==> src/rtl/systolic_seq_ctrl_if.sv <==
// Command/status bundle between the host-side issuer and the systolic sequencer.
// The master modport issues commands and sees status; the slave modport is the sequencer.
interface systolic_seq_ctrl_if #(
  parameter int K_W     = 8,
  parameter int T_W     = 8,
  parameter int CYCLE_W = 10
);
  logic               start_i;
  logic [K_W-1:0]     k_len_i;
  logic [T_W-1:0]     n_tiles_i;
  logic               stall_i;
  logic               abort_i;
  logic [2:0]         state_o;
  logic               busy_o;
  logic               done_o;
  logic               aborted_o;
  logic [CYCLE_W-1:0] phase_cnt_o;
  logic [T_W-1:0]     tile_idx_o;
  logic               load_en_o;
  logic               mac_en_o;
  logic               store_en_o;

  modport master (
    output start_i, k_len_i, n_tiles_i, stall_i, abort_i,
    input  state_o, busy_o, done_o, aborted_o, phase_cnt_o, tile_idx_o,
           load_en_o, mac_en_o, store_en_o
  );

  modport slave (
    input  start_i, k_len_i, n_tiles_i, stall_i, abort_i,
    output state_o, busy_o, done_o, aborted_o, phase_cnt_o, tile_idx_o,
           load_en_o, mac_en_o, store_en_o
  );
endinterface

==> src/rtl/systolic_seq_ctrl.sv <==
// Tile sequencer LOAD_X -> MAC -> STORE per tile, then DONE; state is registered, enables are combinational.
// A stall freezes the phase counter and drops the enables that cycle; abort overrides stall and every transition.
module systolic_seq_ctrl #(
  parameter int ROWS    = 2,
  parameter int COLS    = 4,
  parameter int K_W     = 8,
  parameter int T_W     = 8,
  parameter int CYCLE_W = 10
) (
  input logic               clk,
  input logic               rst_n,
  systolic_seq_ctrl_if.slave io
);
  localparam logic [2:0] S_IDLE  = 3'd0;
  localparam logic [2:0] S_LOAD  = 3'd1;
  localparam logic [2:0] S_MAC   = 3'd2;
  localparam logic [2:0] S_STORE = 3'd3;
  localparam logic [2:0] S_DONE  = 3'd4;

  // Last phase_cnt value per phase; MAC covers skew fill, accumulation and drain.
  localparam logic [CYCLE_W-1:0] IO_LAST   = CYCLE_W'(ROWS - 1);
  localparam logic [CYCLE_W-1:0] MAC_EXTRA = CYCLE_W'(ROWS + COLS - 3);

  logic [2:0]         state_q, state_d;
  logic [CYCLE_W-1:0] phase_q, phase_d;
  logic [T_W-1:0]     tile_q, tile_d;
  logic [K_W-1:0]     k_q, k_d;
  logic [T_W-1:0]     n_q, n_d;
  logic               aborted_q, aborted_d;
  logic [CYCLE_W-1:0] phase_last;

  always_comb begin
    phase_last = IO_LAST;
    if (state_q == S_MAC) phase_last = CYCLE_W'(k_q) + MAC_EXTRA;
  end

  always_comb begin
    state_d   = state_q;
    phase_d   = phase_q;
    tile_d    = tile_q;
    k_d       = k_q;
    n_d       = n_q;
    aborted_d = 1'b0;
    case (state_q)
      S_IDLE: begin
        phase_d = '0;
        tile_d  = '0;
        if (io.start_i && !io.abort_i) begin
          state_d = S_LOAD;
          k_d     = (io.k_len_i == '0) ? K_W'(1) : io.k_len_i;
          n_d     = (io.n_tiles_i == '0) ? T_W'(1) : io.n_tiles_i;
        end
      end
      S_LOAD, S_MAC, S_STORE: begin
        if (io.abort_i) begin
          state_d   = S_IDLE;
          phase_d   = '0;
          tile_d    = '0;
          aborted_d = 1'b1;
        end else if (!io.stall_i) begin
          if (phase_q == phase_last) begin
            phase_d = '0;
            if (state_q == S_LOAD) begin
              state_d = S_MAC;
            end else if (state_q == S_MAC) begin
              state_d = S_STORE;
            end else if (tile_q == n_q - T_W'(1)) begin
              state_d = S_DONE;
            end else begin
              state_d = S_LOAD;
              tile_d  = tile_q + T_W'(1);
            end
          end else begin
            phase_d = phase_q + CYCLE_W'(1);
          end
        end
      end
      S_DONE: begin
        state_d   = S_IDLE;
        phase_d   = '0;
        tile_d    = '0;
        aborted_d = io.abort_i;
      end
      default: begin
        state_d = S_IDLE;
        phase_d = '0;
        tile_d  = '0;
      end
    endcase
  end

  always_ff @(posedge clk or negedge rst_n) begin
    if (!rst_n) begin
      state_q   <= S_IDLE;
      phase_q   <= '0;
      tile_q    <= '0;
      k_q       <= K_W'(1);
      n_q       <= T_W'(1);
      aborted_q <= 1'b0;
    end else begin
      state_q   <= state_d;
      phase_q   <= phase_d;
      tile_q    <= tile_d;
      k_q       <= k_d;
      n_q       <= n_d;
      aborted_q <= aborted_d;
    end
  end

  assign io.state_o     = state_q;
  assign io.busy_o      = (state_q != S_IDLE);
  assign io.done_o      = (state_q == S_DONE);
  assign io.aborted_o   = aborted_q;
  assign io.phase_cnt_o = phase_q;
  assign io.tile_idx_o  = tile_q;
  assign io.load_en_o   = (state_q == S_LOAD)  && !io.stall_i;
  assign io.mac_en_o    = (state_q == S_MAC)   && !io.stall_i;
  assign io.store_en_o  = (state_q == S_STORE) && !io.stall_i;
endmodule

==> src/flat_wrapper.sv <==
// flat-port wrapper written by rule: the top's interface ports become plain ports
module systolic_seq_ctrl_flat 
#(
  parameter int ROWS    = 2,
  parameter int COLS    = 4,
  parameter int K_W     = 8,
  parameter int T_W     = 8,
  parameter int CYCLE_W = 10
)
  (clk, rst_n, io_start_i, io_k_len_i, io_n_tiles_i, io_stall_i, io_abort_i, io_state_o, io_busy_o, io_done_o, io_aborted_o, io_phase_cnt_o, io_tile_idx_o, io_load_en_o, io_mac_en_o, io_store_en_o);
  systolic_seq_ctrl_if #(.K_W(K_W), .T_W(T_W), .CYCLE_W(CYCLE_W)) io_i ();
  input logic clk;
  input logic rst_n;
  input wire logic [$bits(io_i.start_i)-1:0] io_start_i;
  input wire logic [$bits(io_i.k_len_i)-1:0] io_k_len_i;
  input wire logic [$bits(io_i.n_tiles_i)-1:0] io_n_tiles_i;
  input wire logic [$bits(io_i.stall_i)-1:0] io_stall_i;
  input wire logic [$bits(io_i.abort_i)-1:0] io_abort_i;
  output wire logic [$bits(io_i.state_o)-1:0] io_state_o;
  output wire logic [$bits(io_i.busy_o)-1:0] io_busy_o;
  output wire logic [$bits(io_i.done_o)-1:0] io_done_o;
  output wire logic [$bits(io_i.aborted_o)-1:0] io_aborted_o;
  output wire logic [$bits(io_i.phase_cnt_o)-1:0] io_phase_cnt_o;
  output wire logic [$bits(io_i.tile_idx_o)-1:0] io_tile_idx_o;
  output wire logic [$bits(io_i.load_en_o)-1:0] io_load_en_o;
  output wire logic [$bits(io_i.mac_en_o)-1:0] io_mac_en_o;
  output wire logic [$bits(io_i.store_en_o)-1:0] io_store_en_o;
  assign io_i.start_i = io_start_i;
  assign io_i.k_len_i = io_k_len_i;
  assign io_i.n_tiles_i = io_n_tiles_i;
  assign io_i.stall_i = io_stall_i;
  assign io_i.abort_i = io_abort_i;
  assign io_state_o = io_i.state_o;
  assign io_busy_o = io_i.busy_o;
  assign io_done_o = io_i.done_o;
  assign io_aborted_o = io_i.aborted_o;
  assign io_phase_cnt_o = io_i.phase_cnt_o;
  assign io_tile_idx_o = io_i.tile_idx_o;
  assign io_load_en_o = io_i.load_en_o;
  assign io_mac_en_o = io_i.mac_en_o;
  assign io_store_en_o = io_i.store_en_o;
  systolic_seq_ctrl #(.ROWS(ROWS), .COLS(COLS), .K_W(K_W), .T_W(T_W), .CYCLE_W(CYCLE_W)) u_core (.clk(clk), .rst_n(rst_n), .io(io_i));
endmodule
==> config.mk <==
export PLATFORM = sky130hd
export DESIGN_NAME = systolic_seq_ctrl_flat
export DESIGN_NICKNAME = d
export VERILOG_FILES = /design/src/rtl/systolic_seq_ctrl_if.sv /design/src/rtl/systolic_seq_ctrl.sv /design/src/flat_wrapper.sv
export SDC_FILE = /design/constraint.sdc
export NUM_CORES = 1
export LEC_CHECK = 0
export CORE_MARGIN = 3
export CORE_UTILIZATION = 55
export CTS_BUF_LIST = sky130_fd_sc_hd__clkbuf_8
export CTS_CLUSTER_SIZE = 8
export DETAILED_ROUTE_END_ITERATION = 6
export PLACE_DENSITY = 0.89
export RECOVER_POWER = 25
export SETUP_SLACK_MARGIN = 0.15
export SLEW_MARGIN = 10
export SYNTH_ARGS = -nofsm -noshare
export SYNTH_HDL_FRONTEND = slang
export SYNTH_SLANG_ARGS = --single-unit
==> constraint.sdc <==
create_clock -name clk -period 4.2 [get_ports clk]
set_input_delay 0.63 -clock clk [delete_from_list [all_inputs] [get_ports clk]]
set_output_delay 0.63 -clock clk [all_outputs]
set_load 0.05 [all_outputs]
; ---- Yosys cells after proc, flatten, opt, wreduce, memory -nomap -nowiden
; Cells that the tools add are included.
[op_classes]
eq_ne = 12
mux = 24
n_addsub = 4
reduce_logical = 14
[op_table]
columns = cell, n
row1 = $mux W8, 9
row2 = $mux W10, 5
row3 = $mux W3, 7
row4 = $logic_not A8 Y1, 2
row5 = $ne A3 B3 Y1 const B, 4
row6 = $add A10 B1 Y10 const B, 1
row7 = $eq A10 B10 Y1, 1
row8 = $add A8 B2 Y9 const B, 1
row9 = $add A8 B1 Y8 const B, 1
row10 = $eq A8 B8 Y1, 1
row11 = $sub A8 B1 Y8 const B, 1
row12 = $eq A3 B2 Y1 const B, 2
row13 = $pmux W3 S2, 1
row14 = $reduce_and A5 Y1, 1
row15 = $logic_and A1 B1 Y1, 4
row16 = $eq A3 B1 Y1 const B, 1
row17 = $eq A3 B3 Y1 const B, 1
row18 = $logic_not A3 Y1, 1
row19 = $ne A3 B2 Y1 const B, 1
row20 = $reduce_and A3 Y1, 1
row21 = $reduce_bool A3 Y1, 1
row22 = $reduce_or A3 Y1, 1
row23 = $logic_not A1 Y1, 2
row24 = $ne A2 B1 Y1 const B, 1
row25 = other kinds (3), 3
[word_totals]
input_bits = 21
output_inout_bits = 27
ff_bits = 38

; ---- Logic depth before layout (Yosys ltp)
[logic_depth]
depth_word = 9
ltp_mapped = 10

; ---- Worst setup path before layout
; No wires, ideal clock.
[synth_path]
path_type = flip-flop to output port
start = register u_core.state_q[0] (netlist: u_core.io.state_o[0])
end = output io_load_en_o
stages_incl_launch_ff = 3
slack_ns = 0.873
required_time_ns = 3.570
arrival_time_ns = 2.697
path_cell_list = dfrtp_1 clkbuf_1 nor4b_1
[synth_between]
elab_chain_len = 2
[synth_rtl]
columns = item, line_no
row1 = from (decl), systolic_seq_ctrl.sv:24  ; logic [2:0] state_q, state_d;
row2 = from (signal assigned), systolic_seq_ctrl.sv:101  ; state_q <= state_d;
row3 = $eq A3 B1 Y1, systolic_seq_ctrl.sv:116  ; assign io.load_en_o = (state_q == S_LOAD) && !io.stall_i;
row4 = $logic_and A1 B1 Y1, systolic_seq_ctrl.sv:116
row5 = to (decl), flat_wrapper.sv:25  ; output wire logic [$bits(io_i.load_en_o)-1:0] io_load_en_o;
; No other way between the ends.

; ---- Worst setup path after layout
[layout_path]
start = input io_stall_i
end = output io_store_en_o
[layout_between]
elab_chain_len = 2
[layout_rtl]
columns = item, line_no
row1 = from (decl), flat_wrapper.sv:17  ; input wire logic [$bits(io_i.stall_i)-1:0] io_stall_i;
row2 = $logic_not A1 Y1, -
row3 = $logic_and A1 B1 Y1, systolic_seq_ctrl.sv:118  ; assign io.store_en_o = (state_q == S_STORE) && !io.stall_i;
row4 = to (decl), flat_wrapper.sv:27  ; output wire logic [$bits(io_i.store_en_o)-1:0] io_store_en_o;
; No other way between the ends.

==> results_tabular.tex <==
\begin{tabular}{lr}
\hline
Metric & Value \\
\hline
\multicolumn{2}{l}{\textbf{Timing}} \\
Final clock skew & 6.17 ps \\
Setup repair after global routing missed its margin & no \\
Crit share post-route & 73.7\% \\
Worst rel slew slack & -32.3\% \\
Final hold violation count & 0 \\
Min Tclk post-route & 3090 ps \\
Max Clock Freq & 323 MHz \\
Setup violation total in the final timing report & 0 \\
Max Transition Viols Final & 39 \\
Worst setup margin & 1110 ps \\
Slew at the pin with the worst max-slew slack & 1990 ps \\
Summed negative setup slack over all endpoints & 0 ps \\
\multicolumn{2}{l}{\textbf{Logic synthesis}} \\
Synth Cell Area & 0.00261 mm\^{}2 \\
Biggest area contributors in the synthesized netlist & dfrtp\_1 (35\%), xor2\_1 (4.4\%), mux2\_2 (3.9\%), nand2\_1 (3.2\%), mux2i\_1 (3.1\%) \\
Post-synth net total & 293 \\
Cell type contributing the most total cell area after synthesis & dfrtp\_1 \\
Part of the Yosys area used for sequential elements & 36.5\% \\
Most used DFF post-synth & dfrtp\_1 \\
Post-synth top area share & 34.5\% \\
Most numerous cell in the Yosys netlist & dfrtp\_1 \\
FFs w/ async S/R, synth & 100\% \\
Unique masters post-synth & 58 \\
Count of synthesis-stage warnings from yosys & 0 \\
Mapped Avg Cell Area & 9.74 um\^{}2 \\
Number of enable flip-flop cells after synthesis & 0 \\
Synthesized flop and latch total & 38 \\
Commonest cells in the netlist & dfrtp\_1 (36), nand2\_1 (22), nor2\_1 (16), xor2\_1 (13) \\
Synthesized instance count & 268 \\
\multicolumn{2}{l}{\textbf{Detailed routing}} \\
Routed Antenna Nets & 0 \\
Wire length per cell after detailed routing & 16.3 um \\
Vias/cell & 6.05 \\
Count of TritonRoute iterations in the first routing pass & 4 \\
Drc violations & 0 \\
Vias & 2204 \\
Iteration-0 DRC count of the detailed router & 182 \\
Routed wire length & 5.93 mm \\
\multicolumn{2}{l}{\textbf{Cells and area}} \\
Area overhead of the layout relative to synthesis & 22.0\% \\
Fraction of final layout cells sized beyond drive strength 1 & 11.5\% \\
NumNets Final & 336 \\
Count of antenna diodes in the layout & 0 \\
Post-Layout Cell Count & 364 \\
Fin area & 0.00318 mm\^{}2 \\
\multicolumn{2}{l}{\textbf{Worst setup path}} \\
Worst path required time & 3570 ps \\
Worst setup SP type & primary input \\
WS Path Type & primary input to primary output \\
Most numerous cell on the critical path & clkdlybuf4s50\_1 \\
Slowest stage delay, CP & 850 ps \\
Data arrival time of the worst path & 2460 ps \\
Critical path's top delay family & buffers and inverters \\
Critical-path cell with the highest stage delay & clkdlybuf4s50\_1 \\
Kind of end point of the critical path & primary output \\
Max Fanout on Critical Path & 13 \\
Cell-by-cell trace of the critical path & clkdlybuf4s50\_1 -> nor4bb\_1 -> clkdlybuf4s50\_1 \\
Crit path buf inv count & 2 \\
\multicolumn{2}{l}{\textbf{Clock network}} \\
CTS Hold Bufs & 0 \\
Post-cts gate resize count & 0 \\
CTS tree & built \\
Post-CTS setup repair buffer count & 0 \\
CTS root buf & clkbuf\_8 \\
Maximum buffer depth of the clock tree & 2 \\
Number of H-tree levels & 2 \\
Number of buffers created by CTS & 5 \\
Sink Count & 38 \\
Clock latency on the worst-skew pair & 300 ps \\
Clk pin slew, worst setup/hold paths & 70 ps \\
\multicolumn{2}{l}{\textbf{Outcome}} \\
Violations in the final reports & max-capacitance violations, max-slew violations \\
Status & finished with violations \\
\multicolumn{2}{l}{\textbf{Die}} \\
Die Span X & 74.9 um \\
Initial core utilization & 58.3\% \\
Die outline area & 0.00561 mm\^{}2 \\
Y dimension of the die & 74.9 um \\
Std-Cell Core Area & 0.00447 mm\^{}2 \\
\# IOs & 48 \\
FP Rows & 24 \\
\multicolumn{2}{l}{\textbf{Placed design}} \\
Port Buf Inserts & 47 \\
Gpl congestion & 0.835 \\
Post-Place Setup Slack & 1120 ps \\
Number of cells after detailed placement & 356 \\
Dpl hpwl & 4.39 mm \\
Placed Area & 0.00309 mm\^{}2 \\
\multicolumn{2}{l}{\textbf{Global route}} \\
Global-route wire length before repair & 10.1 mm \\
Global route total overflow & 0 \\
Largest net degree at the start of global routing & 39 \\
Via count of the first global-routing pass & 2190 \\
Number of antenna violations at the first check in global routing & 0 \\
Global-route usage over all layers & 23.2\% \\
\multicolumn{2}{l}{\textbf{Power and ir drop}} \\
Leakage power figure & 1.22 nW \\
Largest voltage drop on the vdd net & 0.000322 V \\
Power per cell area & 483 mW/mm\^{}2 \\
\multicolumn{2}{l}{\textbf{Job}} \\
Total of max-cap violations & 1 \\
\multicolumn{2}{l}{\textbf{Hold path}} \\
Tightest Hold Check Type & register to register \\
\hline
\end{tabular}
state kept, by name, indices dropped and copies added (netlist names):
| signal | cells |
|---|---|
| u_core.k_q | 8 |
| u_core.n_q | 8 |
| u_core.io.phase_cnt_o | 10 |
| u_core.io.aborted_o | 1 |
| u_core.io.state_o | 3 |
| u_core.io.tile_idx_o | 8 |
worst paths after layout:
check | start | to | slack, ps | cells past startpoint
min in group asynchronous | rst_n | u_core.io.phase_cnt_o[9]$_DFFE_PN0P_ | 890 | 1
min | u_core.n_q[7]$_DFFE_PN0P_ | u_core.n_q[7]$_DFFE_PN0P_ | 530 | 1
max in group asynchronous | rst_n | u_core.io.tile_idx_o[0]$_DFFE_PN0P_ | 2170 | 1
max | io_stall_i | io_store_en_o | 1110 | 3
max reg2reg | u_core.k_q[0]$_DFFE_PN1P_ | u_core.io.state_o[2]$_DFFE_PN0P_ | 1400 | 9
min reg2reg | u_core.n_q[7]$_DFFE_PN0P_ | u_core.n_q[7]$_DFFE_PN0P_ | 530 | 1
cells in the final DEF, fill, tap and decap left out, types with 9 or more instances in the layout:
cell	count
nor2_1	16
mux2_2	9
nand2_1	22
xnor2_1	9
xor2_1	13
dfrtp_1	36
nand3_1	11
nor3_1	10
nand2b_1	11
a21oi_1	11
clkdlybuf4s50_1	46
where the power goes:
part           total [mW]  leakage [nW]  internal [mW]  switching, mW
logic               0.659         0.682          0.307          0.353
clock network       0.266        0.0472          0.132          0.134
registers           0.612         0.491          0.462          0.150
routing by layer:
metal	track usage [%]	vias to the layer above	share of wire, %
met2	39.9	50	51
met3	4.54	15	4.0
met1	28.3	1064	43
li1	-	1075	-
met5	0	-	0
met4	9.49	0	2.3
per-stage QoR:
step	hold WS, ps	total power [mW]	util (%)
floorplan	334	1.11	-
global placement	515	1.24	69.1
detailed placement	519	1.28	69.1
CTS	454	1.54	71.2
global route	564	1.65	71.2
finish	533	1.54	71.2
final cells by class:
class / count / area [um^2]
Multi-Input combinational cell: 212 / 1580
Fill cell: 352 / 1290
Clock inverter: 2 / 12.5
Clock buffer: 6 / 82.6
Inverter: 6 / 22.5
Tap cell: 52 / 65.1
Timing Repair Buffer: 48 / 472
Sequential cell: 38 / 953
cell families after synthesis:
family | share of synthesized area (%)
adder cells (fa/ha/maj) | 1.92
AND/OR/NAND/NOR | 28.2
buffers and inverters | 3.07
XOR/XNOR | 7.38
AO/OA/AOI/OAI | 13.3
multiplexers | 9.54
flip-flops | 36.5
(Power assumes the default switching activity.)
